$ cat src/rtl/mem_lsu_if.sv
// Data-memory bus between mem_lsu (master) and the data memory (slave).
// Address phase is req/gnt; read data returns later on rvalid.
interface mem_lsu_if;
    logic        dmem_req_o;
    logic        dmem_we_o;
    logic [31:0] dmem_addr_o;
    logic [3:0]  dmem_be_o;
    logic [31:0] dmem_wdata_o;
    logic        dmem_gnt_i;
    logic        dmem_rvalid_i;
    logic [31:0] dmem_rdata_i;

    modport master (
        output dmem_req_o, dmem_we_o, dmem_addr_o, dmem_be_o, dmem_wdata_o,
        input  dmem_gnt_i, dmem_rvalid_i, dmem_rdata_i
    );
    modport slave (
        input  dmem_req_o, dmem_we_o, dmem_addr_o, dmem_be_o, dmem_wdata_o,
        output dmem_gnt_i, dmem_rvalid_i, dmem_rdata_i
    );
endinterface

$ cat src/rtl/mem_lsu.sv
// ME-stage load/store unit: one data-memory access per instruction, stalls the pipe while in flight.
// Define LSU_MISALIGN_EXC_EN to complete misaligned accesses with err_o instead of masking the address.
module mem_lsu #(
    parameter int TIMEOUT_CYCLES = 256
) (
    input  logic        clk_i,
    input  logic        rst_ni,
    input  logic        req_i,
    input  logic        is_load_i,
    input  logic        mem_wren_i,
    input  logic [2:0]  funct3_i,
    input  logic [31:0] addr_i,
    input  logic [31:0] st_data_i,
    mem_lsu_if.master   dmem,
    output logic        stall_o,
    output logic        done_o,
    output logic        err_o,
    output logic [31:0] ld_data_o
);
    localparam int CW = $clog2(TIMEOUT_CYCLES + 1);

    typedef enum logic [1:0] {S_IDLE, S_REQ, S_WAIT, S_DONE} state_e;

    state_e        r_state, w_state_nxt;
    logic [CW-1:0] r_cnt;
    logic [31:0]   r_addr, r_wdata, r_ld;
    logic [3:0]    r_be;
    logic [2:0]    r_f3;
    logic [1:0]    r_off;
    logic          r_we, r_err;

    logic          w_start, w_abort, w_to, w_req, w_stall, w_cap, w_err_nxt;
    logic [1:0]    w_off;
    logic [3:0]    w_be;
    logic [31:0]   w_wdata, w_ld_fmt;
    logic [7:0]    w_byte;
    logic [15:0]   w_half;

    assign w_start = req_i & (is_load_i | mem_wren_i);

    // funct3[1:0]: 00 byte, 01 half, anything else is a word access
    always_comb begin
        w_off   = 2'b00;
        w_be    = 4'b1111;
        w_wdata = st_data_i;
        case (funct3_i[1:0])
            2'b00: begin
                w_off   = addr_i[1:0];
                w_be    = 4'b0001 << addr_i[1:0];
                w_wdata = {4{st_data_i[7:0]}};
            end
            2'b01: begin
                w_off   = {addr_i[1], 1'b0};
                w_be    = addr_i[1] ? 4'b1100 : 4'b0011;
                w_wdata = {2{st_data_i[15:0]}};
            end
            default: ;
        endcase
    end

`ifdef LSU_MISALIGN_EXC_EN
    assign w_abort = (funct3_i[1:0] == 2'b01) ? addr_i[0] :
                     ((funct3_i[1:0] != 2'b00) & (addr_i[1:0] != 2'b00));
`else
    assign w_abort = 1'b0;
`endif

    assign w_byte = dmem.dmem_rdata_i[{r_off, 3'b000} +: 8];
    assign w_half = r_off[1] ? dmem.dmem_rdata_i[31:16] : dmem.dmem_rdata_i[15:0];

    always_comb begin
        case (r_f3)
            3'b000:  w_ld_fmt = {{24{w_byte[7]}}, w_byte};
            3'b100:  w_ld_fmt = {24'h0, w_byte};
            3'b001:  w_ld_fmt = {{16{w_half[15]}}, w_half};
            3'b101:  w_ld_fmt = {16'h0, w_half};
            default: w_ld_fmt = dmem.dmem_rdata_i;
        endcase
    end

    // Counter value k-1 in the k-th REQ/WAIT cycle, so the abort lands after TIMEOUT_CYCLES cycles
    assign w_to = (r_cnt >= CW'(TIMEOUT_CYCLES - 1));

    always_comb begin
        w_state_nxt = r_state;
        w_req       = 1'b0;
        w_stall     = 1'b0;
        w_cap       = 1'b0;
        w_err_nxt   = 1'b0;
        case (r_state)
            S_IDLE: begin
                w_stall = w_start;
                if (w_start) begin
                    w_state_nxt = w_abort ? S_DONE : S_REQ;
                    w_err_nxt   = w_abort;
                end
            end
            S_REQ: begin
                w_req   = 1'b1;
                w_stall = 1'b1;
                if (dmem.dmem_gnt_i) begin
                    w_state_nxt = r_we ? S_DONE : S_WAIT;
                end else if (w_to) begin
                    w_state_nxt = S_DONE;
                    w_err_nxt   = 1'b1;
                end
            end
            S_WAIT: begin
                w_stall = 1'b1;
                if (dmem.dmem_rvalid_i) begin
                    w_cap       = 1'b1;
                    w_state_nxt = S_DONE;
                end else if (w_to) begin
                    w_state_nxt = S_DONE;
                    w_err_nxt   = 1'b1;
                end
            end
            S_DONE:  w_state_nxt = S_IDLE;
            default: w_state_nxt = S_IDLE;
        endcase
    end

    always_ff @(posedge clk_i or negedge rst_ni) begin
        if (!rst_ni) begin
            r_state <= S_IDLE;
            r_cnt   <= '0;
            r_addr  <= '0;
            r_wdata <= '0;
            r_ld    <= '0;
            r_be    <= '0;
            r_f3    <= '0;
            r_off   <= '0;
            r_we    <= 1'b0;
            r_err   <= 1'b0;
        end else begin
            r_state <= w_state_nxt;
            r_err   <= w_err_nxt;
            if (r_state == S_IDLE && w_start) begin
                r_addr  <= {addr_i[31:2], 2'b00};
                r_off   <= w_off;
                r_f3    <= funct3_i;
                r_we    <= mem_wren_i & ~is_load_i;
                r_be    <= w_be;
                r_wdata <= w_wdata;
            end
            if (r_state == S_IDLE)
                r_cnt <= '0;
            else if ((r_state == S_REQ || r_state == S_WAIT) && r_cnt != CW'(TIMEOUT_CYCLES))
                r_cnt <= r_cnt + CW'(1);
            if (w_cap)
                r_ld <= w_ld_fmt;
        end
    end

    assign dmem.dmem_req_o   = w_req;
    assign dmem.dmem_we_o    = r_we;
    assign dmem.dmem_addr_o  = r_addr;
    assign dmem.dmem_be_o    = r_be;
    assign dmem.dmem_wdata_o = r_wdata;
    assign stall_o           = w_stall;
    assign done_o            = (r_state == S_DONE);
    assign err_o             = r_err;
    assign ld_data_o         = r_ld;
endmodule

$ cat src/flat_wrapper.sv
// flat-port wrapper written by rule: the top's interface ports become plain ports
module mem_lsu_flat 
#(
    parameter int TIMEOUT_CYCLES = 256
)
  (clk_i, rst_ni, req_i, is_load_i, mem_wren_i, funct3_i, addr_i, st_data_i, stall_o, done_o, err_o, ld_data_o, dmem_dmem_req_o, dmem_dmem_we_o, dmem_dmem_addr_o, dmem_dmem_be_o, dmem_dmem_wdata_o, dmem_dmem_gnt_i, dmem_dmem_rvalid_i, dmem_dmem_rdata_i);
  mem_lsu_if dmem_i ();
  input  logic clk_i;
  input  logic rst_ni;
  input  logic req_i;
  input  logic is_load_i;
  input  logic mem_wren_i;
  input  logic [2:0] funct3_i;
  input  logic [31:0] addr_i;
  input  logic [31:0] st_data_i;
  output logic stall_o;
  output logic done_o;
  output logic err_o;
  output logic [31:0] ld_data_o;
  output wire logic [$bits(dmem_i.dmem_req_o)-1:0] dmem_dmem_req_o;
  output wire logic [$bits(dmem_i.dmem_we_o)-1:0] dmem_dmem_we_o;
  output wire logic [$bits(dmem_i.dmem_addr_o)-1:0] dmem_dmem_addr_o;
  output wire logic [$bits(dmem_i.dmem_be_o)-1:0] dmem_dmem_be_o;
  output wire logic [$bits(dmem_i.dmem_wdata_o)-1:0] dmem_dmem_wdata_o;
  input wire logic [$bits(dmem_i.dmem_gnt_i)-1:0] dmem_dmem_gnt_i;
  input wire logic [$bits(dmem_i.dmem_rvalid_i)-1:0] dmem_dmem_rvalid_i;
  input wire logic [$bits(dmem_i.dmem_rdata_i)-1:0] dmem_dmem_rdata_i;
  assign dmem_dmem_req_o = dmem_i.dmem_req_o;
  assign dmem_dmem_we_o = dmem_i.dmem_we_o;
  assign dmem_dmem_addr_o = dmem_i.dmem_addr_o;
  assign dmem_dmem_be_o = dmem_i.dmem_be_o;
  assign dmem_dmem_wdata_o = dmem_i.dmem_wdata_o;
  assign dmem_i.dmem_gnt_i = dmem_dmem_gnt_i;
  assign dmem_i.dmem_rvalid_i = dmem_dmem_rvalid_i;
  assign dmem_i.dmem_rdata_i = dmem_dmem_rdata_i;
  mem_lsu #(.TIMEOUT_CYCLES(TIMEOUT_CYCLES)) u_core (.clk_i(clk_i), .rst_ni(rst_ni), .req_i(req_i), .is_load_i(is_load_i), .mem_wren_i(mem_wren_i), .funct3_i(funct3_i), .addr_i(addr_i), .st_data_i(st_data_i), .dmem(dmem_i), .stall_o(stall_o), .done_o(done_o), .err_o(err_o), .ld_data_o(ld_data_o));
endmodule
$ cat config.mk
export PLATFORM = sky130hd
export DESIGN_NAME = mem_lsu_flat
export DESIGN_NICKNAME = d
export VERILOG_FILES = /design/src/rtl/mem_lsu_if.sv /design/src/rtl/mem_lsu.sv /design/src/flat_wrapper.sv
export SDC_FILE = /design/constraint.sdc
export NUM_CORES = 1
export LEC_CHECK = 0
export BUFFER_PORTS_ARGS = -buffer_cell sky130_fd_sc_hd__buf_4
export CAP_MARGIN = 5
export CORE_MARGIN = 3
export CORE_UTILIZATION = 49
export DETAILED_ROUTE_END_ITERATION = 16
export MAX_ROUTING_LAYER = met4
export PLACE_DENSITY_LB_ADDON = 0.3
export SYNTH_ARGS = -nofsm -noshare
export SYNTH_HDL_FRONTEND = slang
export SYNTH_SLANG_ARGS = --single-unit
$ cat constraint.sdc
create_clock -name clk_i -period 2.3 [get_ports clk_i]
set_input_delay 0.46 -clock clk_i [delete_from_list [all_inputs] [get_ports clk_i]]
set_output_delay 0.46 -clock clk_i [all_outputs]
set_load 0.01 [all_outputs]
==> results.toml <==
[clock_tree]
ctsHtreeMaxLevel = 4
clk_pin_slew_ns = 0.05
tritoncts = "built"
clk_latency_ns = 0.41
numCtsBuffers = 17
cts_setup_buffers = 0
cts_hold_buf = 0
cts_max_path_buffers = 2
clkSinkCount = 116
cts_resized = 0
cts_root_buf = "clkbuf_16"

[synthesis]
yosys.area_share.simple_pct = 14.10
synth_edf_count = 0
synth_common_cells = "dfrtp_1 (116), nand2_1 (65), mux2_2 (51)"
synth_top_family_by_area = "multiplexers"
ys_seq_area_share_pct = 52.09
yosys-mux-area-fraction_pct = 15.54
ys_seq_elements = 116
synthTopCellsByArea = "dfrtp_1 (52%), mux2_2 (10%), mux2i_1 (5.0%)"
yosysUniqueCellTypes = 52
synth_warnings = 0
synth_top_area_share_pct = 52.09
synthArstFlopShare_pct = 100.0
synth_ff_type = "dfrtp_1"
synth_top_area_cell = "dfrtp_1"
yosysMostFrequentCell = "dfrtp_1"
netlist_instances = 531
synthAdderAreaFrac_pct = 1.796
synth_compound_area_share_pct = 11.41
avgSynthCellArea_um2 = 10.50
synth_area_um2 = 5573
synth_xor_area_share_pct = 0.7858

[floorplanning]
initial_core_util_pct = 50.74
die_area_um2 = 12690
dieWidth_um = 112.6
fp.dieH_um = 112.6
core_um2 = 10980
num_rows = 38
top_level_ports = 211

[timing]
finalSetupTns_ns = 0
holdWs_ns = 0.03484
worst_slack_ns = 0.1564
fin_crit_sh_pct = 93.20
finalClockSkew_ns = 0.008808
setup_violations = 0
hold_viol = 0
maxSlewHeadroom_pct = 63.72
max_freq_mhz = 466.5
maxSlewViolCount = 0
tightest_slew_ns = 0.5442
rsz0062_at_grt = "false"
fin_crit_ns = 2.144

[global_routing]
top_usage_layer = "met2"
grt_pass1_vias = 5254
grt_util_met3_pct = 8.086
grt_pass1_wl_um = 25470
gr-usage-met2_pct = 41.94
grt_max_degree = 103
grt_use_total_pct = 26.16
overflow = 0
met1_usage_pct = 30.39
antenna_found_initial = 0

[setup_path]
r2r_cells = 4
end_kind = "primary output"
path_max_fanout = 5
r2r_slack_ns = 0.40
r2r-start = "u_core.r_f3[0]"
critPathKind = "reg2out"
start_kind = "flop"
arrival_ns = 1.68
r2r_end = "u_core.ld_data_o[23]"
required_ns = 1.84

[finish]
post-route-util_pct = 71.69
nNetsFinal = 847
antenna_cells = 0
nFillCells = 810
finish.instance_area_um2 = 7874
drive_gt1_share_pct = 40.67
area_growth_pct = 41.29
instances_no_fill = 885

[route]
viasPerCell = 5.479
ant_nets = 0
vias = 4849
first_iter_violations = 246
drc = 0
drtPass1Iterations = 5
drt_wl_total_um = 15590
post_drt_wl_per_cell_um = 17.62

[placed_design]
dpl_cell_area_um2 = 7243
pre_cts_slack_ns = 0.4390
gp_congestion = 0.8787
dp.cells = 854
port_buffers = 208
place_hpwl_um = 11320

[power_and_ir_drop]
finalPower_mw = 10.73
ir_drop_mv = 0.9484
powerDensity_nw_per_um2 = 1362
p_leak_nw = 3.819

[hold_path]
holdCritPathClass = "in2async"

[run]
max_cap_violations = 0

[outcome]
status = "finished, final reports clean"
[area by class of cell]
class / count / area [um^2] / area share [%]
Sequential cell: 116 / 2903 / 36.87
Multi-Input combinational cell: 366 / 2439 / 30.97
Clock buffer: 21 / 450.4 / 5.721
Tap cell: 140 / 175.2 / 2.225
Timing Repair Buffer: 218 / 1674 / 21.26
Clock inverter: 10 / 180.2 / 2.288
Inverter: 14 / 52.55 / 0.6674
[worst max-delay path, stage by stage, from the launching register on]
cell and delay (ns):
dfrtp_1 0.39, inv_1 0.11, ha_1 0.38, inv_1 0.10, a21oi_1 0.15, buf_4 0.14
[sequential cells by signal, summed over array words and instances, names as in the netlist]
signal and cells:
u_core.r_cnt 9, u_core.ld_data_o 32, u_core.dmem.dmem_we_o 1, u_core.dmem.dmem_addr_o 30, u_core.err_o 1, u_core.r_f3 3, u_core.dmem.dmem_be_o 4, u_core.dmem.dmem_wdata_o 32
u_core.r_state 2, u_core.r_off 2
[where the power goes]
group / internal (mW) / switching, mW / total [mW]
clock: 1.94 / 0.911 / 2.85
combinational: 2.17 / 2.08 / 4.25
sequential: 2.97 / 0.656 / 3.62
total: 7.08 / 3.65 / 10.7
[layer usage]
layer	vias to the layer above	part of all wire, %
met3	32	8.3
met4	0	2.6
met1	2338	39
met2	203	50
met5	-	0
li1	2276	-
[placed cells by master (no fill, tap or decap), types with 2 or more instances in the layout]
cell	netlist	final
ha_1	8	8
nand2_1	65	65
and3_1	2	2
a221oi_1	2	2
nand4_1	4	4
and4_1	2	2
a31oi_1	2	2
xor2_1	4	4
clkinv_2	0	3
clkbuf_16	0	17
clkinvlp_4	0	2
mux2_2	51	51
clkbuf_1	17	3
o21ai_0	45	45
o311ai_0	2	2
nor4b_1	2	2
conb_1	1	2
nand2b_1	6	6
o31ai_1	4	4
nand3_1	32	32
o22ai_1	7	7
or3_1	12	12
bufinv_16	0	5
o211ai_1	2	2
buf_4	7	215
nor2_1	25	25
inv_1	14	14
nor2b_1	2	2
buf_12	0	3
mux2i_1	28	28
dfrtp_1	116	116
a21oi_1	31	31
a311oi_1	2	2
nand3b_1	3	3
[cell families after synthesis]
group | after synthesis
muxes | 80
xor gates and xnor gates | 5
and+or+nand+nor | 162
AOI/OAI and AO/OA | 109
adders and majority gates | 8
buffers and inverters | 50
other | 1
DFF | 116
[worst max-delay path by stage]
stage,startpoint,to,slack [ns]
3_3_place_gp,u_core.r_f3[0],u_core.ld_data_o[23],0.48
4_1_cts,u_core.r_state[0],stall_o,0.14
3_5_place_dp,mem_wren_i,u_core.dmem.dmem_addr_o[22],0.44
2_1_floorplan,u_core.r_state[0],stall_o,0.40
6_report,u_core.r_state[0],stall_o,0.16
5_1_grt,u_core.r_state[0],stall_o,0.04
Power figures use the tool's default switching activity.
